--- src/rtl/sync_fifo_param_pkg.sv ---
// Shared defaults and the parameter-legality check for the synchronous FIFO.
package fifo_pkg;

  localparam int DEF_WIDTH = 8;
  localparam int DEF_DEPTH = 16;
  localparam int DEF_ADDR_W = 4;
  localparam int DEF_AF_THRESH = 12;
  localparam int DEF_AE_THRESH = 4;

  // Depth must be a power of two so pointers wrap naturally at 2*DEPTH.
  function automatic bit params_ok(input int width, input int depth, input int addr_w,
                                   input int af, input int ae);
    return (width >= 1) && (depth >= 4) && ((depth & (depth - 1)) == 0) &&
           (addr_w == $clog2(depth)) && (af >= 1) && (af <= depth - 1) &&
           (ae >= 0) && (ae <= depth - 2);
  endfunction

endpackage

--- src/rtl/sync_fifo_param_if.sv ---
// FIFO bus: master drives requests and write data, slave (the FIFO) drives data and status.
interface sync_fifo_param_if
  import fifo_pkg::*;
#(
  parameter int WIDTH  = DEF_WIDTH,
  parameter int ADDR_W = DEF_ADDR_W
);
  logic              clr;
  logic              we;
  logic [WIDTH-1:0]  data_in;
  logic              re;
  logic [WIDTH-1:0]  data_out;
  logic              rd_valid;
  logic              full;
  logic              empty;
  logic              almost_full;
  logic              almost_empty;
  logic [ADDR_W:0]   count;
  logic              overflow;
  logic              underflow;

  modport master (
    output clr, we, data_in, re,
    input  data_out, rd_valid, full, empty, almost_full, almost_empty, count,
           overflow, underflow
  );

  modport slave (
    input  clr, we, data_in, re,
    output data_out, rd_valid, full, empty, almost_full, almost_empty, count,
           overflow, underflow
  );
endinterface

--- src/rtl/sync_fifo_param_ram_dp_sync.sv ---
// WIDTH x DEPTH single-clock dual-port RAM; one write port, one registered read port.
// Read data appears one cycle after re_i and holds while re_i is low; storage is never reset.
module ram_dp_sync
  import fifo_pkg::*;
#(
  parameter int WIDTH  = DEF_WIDTH,
  parameter int DEPTH  = DEF_DEPTH,
  parameter int ADDR_W = DEF_ADDR_W
) (
  input  logic              clk,
  input  logic              rst,
  input  logic              we_i,
  input  logic [ADDR_W-1:0] waddr_i,
  input  logic [WIDTH-1:0]  data_in_i,
  input  logic              re_i,
  input  logic [ADDR_W-1:0] raddr_i,
  output logic [WIDTH-1:0]  data_out_o
);

  logic [WIDTH-1:0] mem_q [DEPTH];
  logic [WIDTH-1:0] data_out_q;

  always_ff @(posedge clk) begin
    if (we_i) begin
      mem_q[waddr_i] <= data_in_i;
    end
  end

  always_ff @(posedge clk or posedge rst) begin
    if (rst) begin
      data_out_q <= '0;
    end else if (re_i) begin
      data_out_q <= mem_q[raddr_i];
    end
  end

  assign data_out_o = data_out_q;

endmodule

--- src/rtl/sync_fifo_param.sv ---
// Parametrised synchronous FIFO: pointers, occupancy, registered flags and error pulses
// around ram_dp_sync. One-cycle read latency; writes while full / reads while empty are dropped.
module sync_fifo_param
  import fifo_pkg::*;
#(
  parameter int WIDTH     = DEF_WIDTH,
  parameter int DEPTH     = DEF_DEPTH,
  parameter int ADDR_W    = DEF_ADDR_W,
  parameter int AF_THRESH = DEF_AF_THRESH,
  parameter int AE_THRESH = DEF_AE_THRESH
) (
  input  logic               clk,
  input  logic               rst,
  sync_fifo_param_if.slave   bus
);

  if (!params_ok(WIDTH, DEPTH, ADDR_W, AF_THRESH, AE_THRESH)) begin : g_bad_params
    $error("sync_fifo_param: illegal WIDTH/DEPTH/ADDR_W/threshold parameters");
  end

  localparam logic [ADDR_W:0] DEPTH_C = DEPTH[ADDR_W:0];
  localparam logic [ADDR_W:0] AF_C    = AF_THRESH[ADDR_W:0];
  localparam logic [ADDR_W:0] AE_C    = AE_THRESH[ADDR_W:0];

  logic [ADDR_W:0]  wr_ptr_q, wr_ptr_d;
  logic [ADDR_W:0]  rd_ptr_q, rd_ptr_d;
  logic [ADDR_W:0]  count_q, count_d;
  logic             full_q, empty_q, afull_q, aempty_q;
  logic             rd_valid_q, overflow_q, underflow_q;
  logic             wr_acc, rd_acc;
  logic [WIDTH-1:0] rd_data;

  // Accept decisions use registered flags only, so simultaneous we&re on an empty FIFO never falls through.
  assign wr_acc = bus.we & ~full_q  & ~bus.clr;
  assign rd_acc = bus.re & ~empty_q & ~bus.clr;

  always_comb begin
    wr_ptr_d = wr_ptr_q;
    rd_ptr_d = rd_ptr_q;
    count_d  = count_q;
    if (bus.clr) begin
      wr_ptr_d = '0;
      rd_ptr_d = '0;
      count_d  = '0;
    end else begin
      wr_ptr_d = wr_ptr_q + (ADDR_W+1)'(wr_acc);
      rd_ptr_d = rd_ptr_q + (ADDR_W+1)'(rd_acc);
      case ({wr_acc, rd_acc})
        2'b10:   count_d = count_q + (ADDR_W+1)'(1);
        2'b01:   count_d = count_q - (ADDR_W+1)'(1);
        default: count_d = count_q;
      endcase
    end
  end

  always_ff @(posedge clk or posedge rst) begin
    if (rst) begin
      wr_ptr_q    <= '0;
      rd_ptr_q    <= '0;
      count_q     <= '0;
      full_q      <= 1'b0;
      empty_q     <= 1'b1;
      afull_q     <= 1'b0;
      aempty_q    <= 1'b1;
      rd_valid_q  <= 1'b0;
      overflow_q  <= 1'b0;
      underflow_q <= 1'b0;
    end else begin
      wr_ptr_q    <= wr_ptr_d;
      rd_ptr_q    <= rd_ptr_d;
      count_q     <= count_d;
      full_q      <= (count_d == DEPTH_C);
      empty_q     <= (count_d == '0);
      afull_q     <= (count_d >= AF_C);
      aempty_q    <= (count_d <= AE_C);
      rd_valid_q  <= rd_acc;
      overflow_q  <= bus.we & full_q  & ~bus.clr;
      underflow_q <= bus.re & empty_q & ~bus.clr;
    end
  end

  ram_dp_sync #(
    .WIDTH  (WIDTH),
    .DEPTH  (DEPTH),
    .ADDR_W (ADDR_W)
  ) u_ram (
    .clk        (clk),
    .rst        (rst),
    .we_i       (wr_acc),
    .waddr_i    (wr_ptr_q[ADDR_W-1:0]),
    .data_in_i  (bus.data_in),
    .re_i       (rd_acc),
    .raddr_i    (rd_ptr_q[ADDR_W-1:0]),
    .data_out_o (rd_data)
  );

  assign bus.data_out     = rd_data;
  assign bus.rd_valid     = rd_valid_q;
  assign bus.full         = full_q;
  assign bus.empty        = empty_q;
  assign bus.almost_full  = afull_q;
  assign bus.almost_empty = aempty_q;
  assign bus.count        = count_q;
  assign bus.overflow     = overflow_q;
  assign bus.underflow    = underflow_q;

  // The wrap bit makes the pointer distance equal occupancy even when full.
  a_ptr_count : assert property (@(posedge clk) disable iff (rst)
    (wr_ptr_q - rd_ptr_q) == count_q);

endmodule

--- src/flat_wrapper.sv ---
// flat-port wrapper written by rule: the top's interface ports become plain ports
module sync_fifo_param_flat import fifo_pkg::*;
#(
  parameter int WIDTH     = DEF_WIDTH,
  parameter int DEPTH     = DEF_DEPTH,
  parameter int ADDR_W    = DEF_ADDR_W,
  parameter int AF_THRESH = DEF_AF_THRESH,
  parameter int AE_THRESH = DEF_AE_THRESH
)
  (clk, rst, bus_clr, bus_we, bus_data_in, bus_re, bus_data_out, bus_rd_valid, bus_full, bus_empty, bus_almost_full, bus_almost_empty, bus_count, bus_overflow, bus_underflow);
  sync_fifo_param_if #(.WIDTH(WIDTH), .ADDR_W(ADDR_W)) bus_i ();
  input  logic clk;
  input  logic rst;
  input wire logic [$bits(bus_i.clr)-1:0] bus_clr;
  input wire logic [$bits(bus_i.we)-1:0] bus_we;
  input wire logic [$bits(bus_i.data_in)-1:0] bus_data_in;
  input wire logic [$bits(bus_i.re)-1:0] bus_re;
  output wire logic [$bits(bus_i.data_out)-1:0] bus_data_out;
  output wire logic [$bits(bus_i.rd_valid)-1:0] bus_rd_valid;
  output wire logic [$bits(bus_i.full)-1:0] bus_full;
  output wire logic [$bits(bus_i.empty)-1:0] bus_empty;
  output wire logic [$bits(bus_i.almost_full)-1:0] bus_almost_full;
  output wire logic [$bits(bus_i.almost_empty)-1:0] bus_almost_empty;
  output wire logic [$bits(bus_i.count)-1:0] bus_count;
  output wire logic [$bits(bus_i.overflow)-1:0] bus_overflow;
  output wire logic [$bits(bus_i.underflow)-1:0] bus_underflow;
  assign bus_i.clr = bus_clr;
  assign bus_i.we = bus_we;
  assign bus_i.data_in = bus_data_in;
  assign bus_i.re = bus_re;
  assign bus_data_out = bus_i.data_out;
  assign bus_rd_valid = bus_i.rd_valid;
  assign bus_full = bus_i.full;
  assign bus_empty = bus_i.empty;
  assign bus_almost_full = bus_i.almost_full;
  assign bus_almost_empty = bus_i.almost_empty;
  assign bus_count = bus_i.count;
  assign bus_overflow = bus_i.overflow;
  assign bus_underflow = bus_i.underflow;
  sync_fifo_param #(.WIDTH(WIDTH), .DEPTH(DEPTH), .ADDR_W(ADDR_W), .AF_THRESH(AF_THRESH), .AE_THRESH(AE_THRESH)) u_core (.clk(clk), .rst(rst), .bus(bus_i));
endmodule
--- config.mk ---
export PLATFORM = sky130hd
export DESIGN_NAME = sync_fifo_param_flat
export DESIGN_NICKNAME = d
export VERILOG_FILES = /design/src/rtl/sync_fifo_param_pkg.sv /design/src/rtl/sync_fifo_param_if.sv /design/src/rtl/sync_fifo_param_ram_dp_sync.sv /design/src/rtl/sync_fifo_param.sv /design/src/flat_wrapper.sv
export SDC_FILE = /design/constraint.sdc
export NUM_CORES = 1
export LEC_CHECK = 0
export CORE_ASPECT_RATIO = 1.75
export CORE_MARGIN = 4
export CORE_UTILIZATION = 53
export DETAILED_ROUTE_END_ITERATION = 8
export PLACE_DENSITY = 0.72
export SETUP_SLACK_MARGIN = 0.4
export SYNTH_ARGS = -nofsm -noshare
export SYNTH_HDL_FRONTEND = slang
export SYNTH_SLANG_ARGS = --single-unit
--- constraint.sdc ---
create_clock -name clk -period 7.4 [get_ports clk]
set_input_delay 0.74 -clock clk [delete_from_list [all_inputs] [get_ports clk]]
set_output_delay 0.74 -clock clk [all_outputs]
set_load 0.01 [all_outputs]
# --- After elaboration in Yosys (flattened, before gate mapping) ---
# Memories as Yosys holds them, arrays and structs flattened. A register that Yosys moved wholly into a read port is not among the register bits.
# Cells that the tools add are included.
word_totals:
  regBits: 22
  latch_bits: 0
  mem_bits_rw: 128
  rom_bits: 0
  input_bits: 13
  output_inout_bits: 20
  wordCells: 38
  memories: 1
mem_list:
  columns: ["name", "words", "width", "rd", "rd_ports_with_merged_regs", "wr", "line_no", "source"]
  rows:
  - ["u_core.u_ram.mem_q", 16, 8, 1, 1, 1, "sync_fifo_param_ram_dp_sync.sv:20", "logic [WIDTH-1:0] mem_q [DEPTH];"]
op_classes:
  n_addsub: 4
  mul: 0
  div_mod_pow: 0
  magnitude_cmp: 2
  eq_ne: 3
  shifts: 0
  muxes: 6
  bitwise_logic: 11
  n_reduce_logical: 1
ops:
  columns: ["op", "n"]
  rows:
  - ["two-way mux 5 bit", 3]
  - ["adder 5 x 1 -> 5 bit", 2]
  - ["case mux 5 bit (2 select lines)", 1]
  - ["AND 1 bit", 8]
  - ["adder 5 x 1 -> 5 bit (second input constant)", 1]
  - ["equality test 5 bit (second input constant)", 1]
  - [">= comparator 5 x 4 -> 1 bit (second input constant)", 1]
  - ["less-or-equal comparator 5 x 3 -> 1 bit (second input constant)", 1]
  - ["zero test 5 bit", 1]
  - ["subtractor 5 x 1 -> 5 bit (second input constant)", 1]
  - ["inverter 1 bit", 3]
  - ["equality test 2 x 1 -> 1 bit (second input constant)", 1]
  - ["equality test 2 bit (second input constant)", 1]
  - ["two-way mux 1 bit", 2]

# --- Depth between registers and ports, before layout ---
depth:
  depth_word: 7
  mapped_depth: 13
  mapped_depth_nobuf: 10

# --- Hierarchy ---
# A second synthesis with hierarchy kept.
unflattened:
  cells_unflattened: 330
  hier_area_um2: 6366.1
modules_own_cells:
  columns: ["module", "instances", "cells_each", "area_per_inst_um2", "seq_area_each_um2"]
  rows:
  - ["ram_dp_sync", 1, 241, 5335.1, 4043.9]
  - ["sync_fifo_param", 1, 89, 1031.0, 503.0]

# --- Least setup slack after synthesis ---
# No wires, ideal clock.
synth_timing:
  path_kind: "input-to-reg"
  startpoint: "input bus_clr"
  endpoint: "register u_core.full_q, in the netlist u_core.bus.full"
  setup_time_ps: 88
  arrival_ps: 3313
  required_ps: 7312
  path_slack_ps: 3999
  cell_stages: 13
  path_buffers: 3
  path_cell_list: "or3b_2 -> clkbuf_1 -> clkbuf_1 -> inv_1 -> ha_1 -> clkbuf_1 -> xor2_1 -> ha_1 -> a21oi_1 -> mux2_2 -> mux2i_1 -> nand2_1 -> nor3b_1"
synth_between:
  elab_chain_len: 6
  elab_cells_between_ends: 8
  cone_classes: "eq/ne: 3; mux: 2; bitwise: 3"
synth_lines:
  columns: ["element", "line_no", "source"]
  rows:
  - ["from (decl)", "flat_wrapper.sv:14", "input wire logic [$bits(bus_i.clr)-1:0] bus_clr;"]
  - ["inverter 1 bit *", "sync_fifo_param.sv:35", "assign rd_acc = bus.re & ~empty_q & ~bus.clr;"]
  - ["AND 1 bit *", "sync_fifo_param.sv:35", null]
  - ["named net u_core.rd_acc", "sync_fifo_param.sv:30", "logic wr_acc, rd_acc;"]
  - ["equality test 2 x 1 -> 1 bit or equality test 2 bit (tied branches)", "sync_fifo_param.sv:48", "case ({wr_acc, rd_acc})"]
  - ["case mux 5 bit (2 select lines) *", "sync_fifo_param.sv:48", null]
  - ["two-way mux 5 bit *", "sync_fifo_param.sv:41", "if (bus.clr) begin"]
  - ["equality test 5 bit *", "sync_fifo_param.sv:72", "full_q <= (count_d == DEPTH_C);"]
  - ["to (signal assigned)", "sync_fifo_param.sv:72", null]
  - ["to (decl)", "sync_fifo_param.sv:28", "logic full_q, empty_q, afull_q, aempty_q;"]
# Mark *: on every way through the listed nets, which the timed path passes. The rest lies on a longest branch.

# --- Worst setup path after layout ---
# Ends and elaborated chain as after synthesis.

==> run summary <==
TritonCTS clock tree - done
syn_nets - 356
DR DRC count - 0
number of I/O port buffers - 32
fmax - 251 MHz
worst-case clock buffer depth - 2
Iter 0 DRT Violations - 356
Die Width - 90.6 um
leakage - 2.53 nW
Reg power frac - 49.2%
Critical Path RT - 7.72 ns
P&R area growth vs syn - 16.2%
die area - 13,800 sq um
Clock transition at path regs - 0.06 ns
Synth Cell Area - 6330 sq um
critical path class - input port to flip-flop
clock group share of total power - 42.9%
CP Capture Type - flip-flop
Boundary Pins - 33
minimum clock period - 3.99 ns
layout cells sized above 1 - 18.8%
Initial Utilization - 54.3%
RSZ-0062 raised after global routing - false
nets@finish - 390
Yosys warnings - 0
Max Cap Viol - 0
htree depth - 4
Via density - 6.10
Post-CTS Setup Bufs - 0
Yosys cell types - 37
hold buffers post-CTS - 0
switching portion of total power - 21.5%
pre-CTS WS - 3.00 ns
max-slew violations - 0
Mapped Avg Cell Area - 18.8 sq um
Fin Clk Skew - 0.00400 ns
register area share after synthesis - 71.8%
# clock sinks - 156
Final Core Density - 63.1%
vias in the first global route - 3,304
fillers - 783
Final WS setup - 3.41 ns
Final Wtd Congestion - 0.771
First-pass DRT Iterations - 5
final WL - 11,800 um
status - complete, no violations
remaining antenna violation count - 0
Worst-Margin Slew - 1.10 ns
initial antenna violation count - 0
largest net degree at the start of global routing - 34
worst vdd ir - 151 uV
pwr dens - 280 nW/um^2
Synth Register Bits - 156
Routed wire per std cell - 22.8 um
Worst slew margin - 26.5%
Die Ht - 153 um
dpl cells - 486
CP Launch Type - input port
NetSw - 0.443 mW
Hold Vio Cnt, Final - 0
Post-synth EDFFs - 128
crit share post-route - 53.9%
cell-internal power - 1.62 mW
ANT cells - 0
ys flop type - edfxtp_1
Non-Filler Instances - 518
Total GRT Usage - 18.7%
DR vias - 3,161
Critical Path AT - 4.31 ns
Fin Setup TNS - 0 ns
Core Box Area - 11,600 sq um
Clock Tree Root - clkbuf_16
gr ovfl total - 0
first-pass GRT wire length - 19,000 um
combinational share of power - 7.9%
post-synthesis cell count - 336
final setup vio count - 0
worst-path maximum fanout - 21
Fin Hold WS - 0.532 ns
# rows - 52
Async SR Flop Fraction - 17.9%
Hold WC Path Type - flip-flop to flip-flop
post-CTS sizing - 0
DP HPWL - 7740 um
worst-skew pair later-pin latency - 0.41 ns
CTS buffer count - 17
==> kinds of logic (layout without fill, tap and decap cells) <==
family	count (synthesis)	after routing	share of synthesized area [%]
flops	156	156	71.8
fa+ha+maj	7	7	1.38
xor+xnor	6	6	0.831
mux	53	53	15.8
simple gates	71	71	5.63
buf+inv	25	72	2.19
compound gates	18	18	2.35
==> synth_stat cells (7+ instances only) <==
cell type | instances | area (sq um)
edfxtp_1 | 128 | 3840
dfrtp_1 | 26 | 651
nor2_1 | 26 | 97.6
mux4_2 | 18 | 405
nor3_1 | 15 | 75.1
mux4_1 | 14 | 368
mux2_2 | 11 | 124
clkbuf_1 | 10 | 37.5
mux2i_1 | 10 | 100
nor2b_1 | 9 | 56.3
a221o_1 | 8 | 80.1
ha_1 | 7 | 87.6
==> power groups by stage <==
stage          Combinational (mW)  Sequential [mW]  Clock, mW
5_1_grt                     0.175             1.02      0.940
4_1_cts                     0.165             1.01      0.895
3_3_place_gp                0.160             1.03          0
2_1_floorplan              0.0799             1.03          0
3_5_place_dp                0.164             1.03          0
6_report                    0.162             1.01      0.883
==> cell type report <==
type                    instances  area (sq um)  share of cell area (%)
well taps                     135           169                    2.30
clock inverters                15           190                    2.59
clock buffers                  17           425                    5.79
flip-flops and latches        156          4550                    61.9
inverters                       6          22.5                   0.306
repair buffers                 34           335                    4.56
multi-input cells             155          1660                    22.6
==> flip-flops by register name (all words and copies together), names as in the netlist, 4 cells and up <==
name	cells
u_core.u_ram.mem_q	128
u_core.u_ram.data_out_o	8
u_core.bus.count	5
u_core.rd_ptr_q	4
u_core.wr_ptr_q	4
==> worst paths after layout <==
path / endpoint / slack [ns] / from / cells after the start
worst max-delay path: u_core.bus.full$_DFF_PP0_ / 3.41 / bus_clr / 11
worst min-delay path: u_core.u_ram.data_out_o[7]$_DFFE_PP0N_ / 0.53 / u_core.u_ram.data_out_o[7]$_DFFE_PP0N_ / 1
worst max register to register: u_core.bus.full$_DFF_PP0_ / 4.31 / u_core.bus.empty$_DFF_PP1_ / 10
worst min register to register: u_core.u_ram.data_out_o[7]$_DFFE_PP0N_ / 0.53 / u_core.u_ram.data_out_o[7]$_DFFE_PP0N_ / 1
max in group asynchronous: u_core.rd_ptr_q[0]$_DFF_PP0_ / 5.82 / rst / 2
min in group asynchronous: u_core.bus.overflow$_DFF_PP0_ / 0.88 / rst / 2
==> layout by cell type (no fill, tap or decap), types with 3 or more instances in the layout <==
cell and count:
edfxtp_1 128, clkdlybuf4s50_1 32, nor2_1 26, dfrtp_1 25
mux4_2 18, clkbuf_16 17, mux4_1 14, mux2_2 11
nor3_1 11, mux2i_1 10, nor2b_1 9, a221o_1 8
ha_1 7, inv_1 6, nand2_1 6, clkinv_4 5
nand3_1 4, nor3_2 4, xnor2_1 3, xor2_1 3
bufinv_16 3
==> critical path: stages <==
cell,delay (ns)
clkdlybuf4s50_1,0.78
or3b_2,0.81
inv_1,0.19
ha_1,0.36
xor2_1,0.13
ha_1,0.23
a21oi_1,0.14
mux2_2,0.36
mux2i_1,0.24
nand2_1,0.11
nor3b_1,0.22
==> per-layer routing <==
metal	GRT usage [%]	part of all wire, %	up-vias
met2	33.0	56	100
met1	22.0	38	1631
met4	7.60	1.8	0
li1	-	-	1414
met3	4.35	3.9	16
met5	0	0	-
==> stage by stage <==
| step | power, mW | area, sq um |
|---|---|---|
| 6_report | 2.06 | 7350 |
| 3_5_place_dp | 1.20 | 6740 |
| 4_1_cts | 2.07 | 7350 |
| 3_3_place_gp | 1.19 | 6740 |
| 2_1_floorplan | 1.11 | 6330 |
| 5_1_grt | 2.13 | 7350 |
Power figures use the tool's default switching activity.
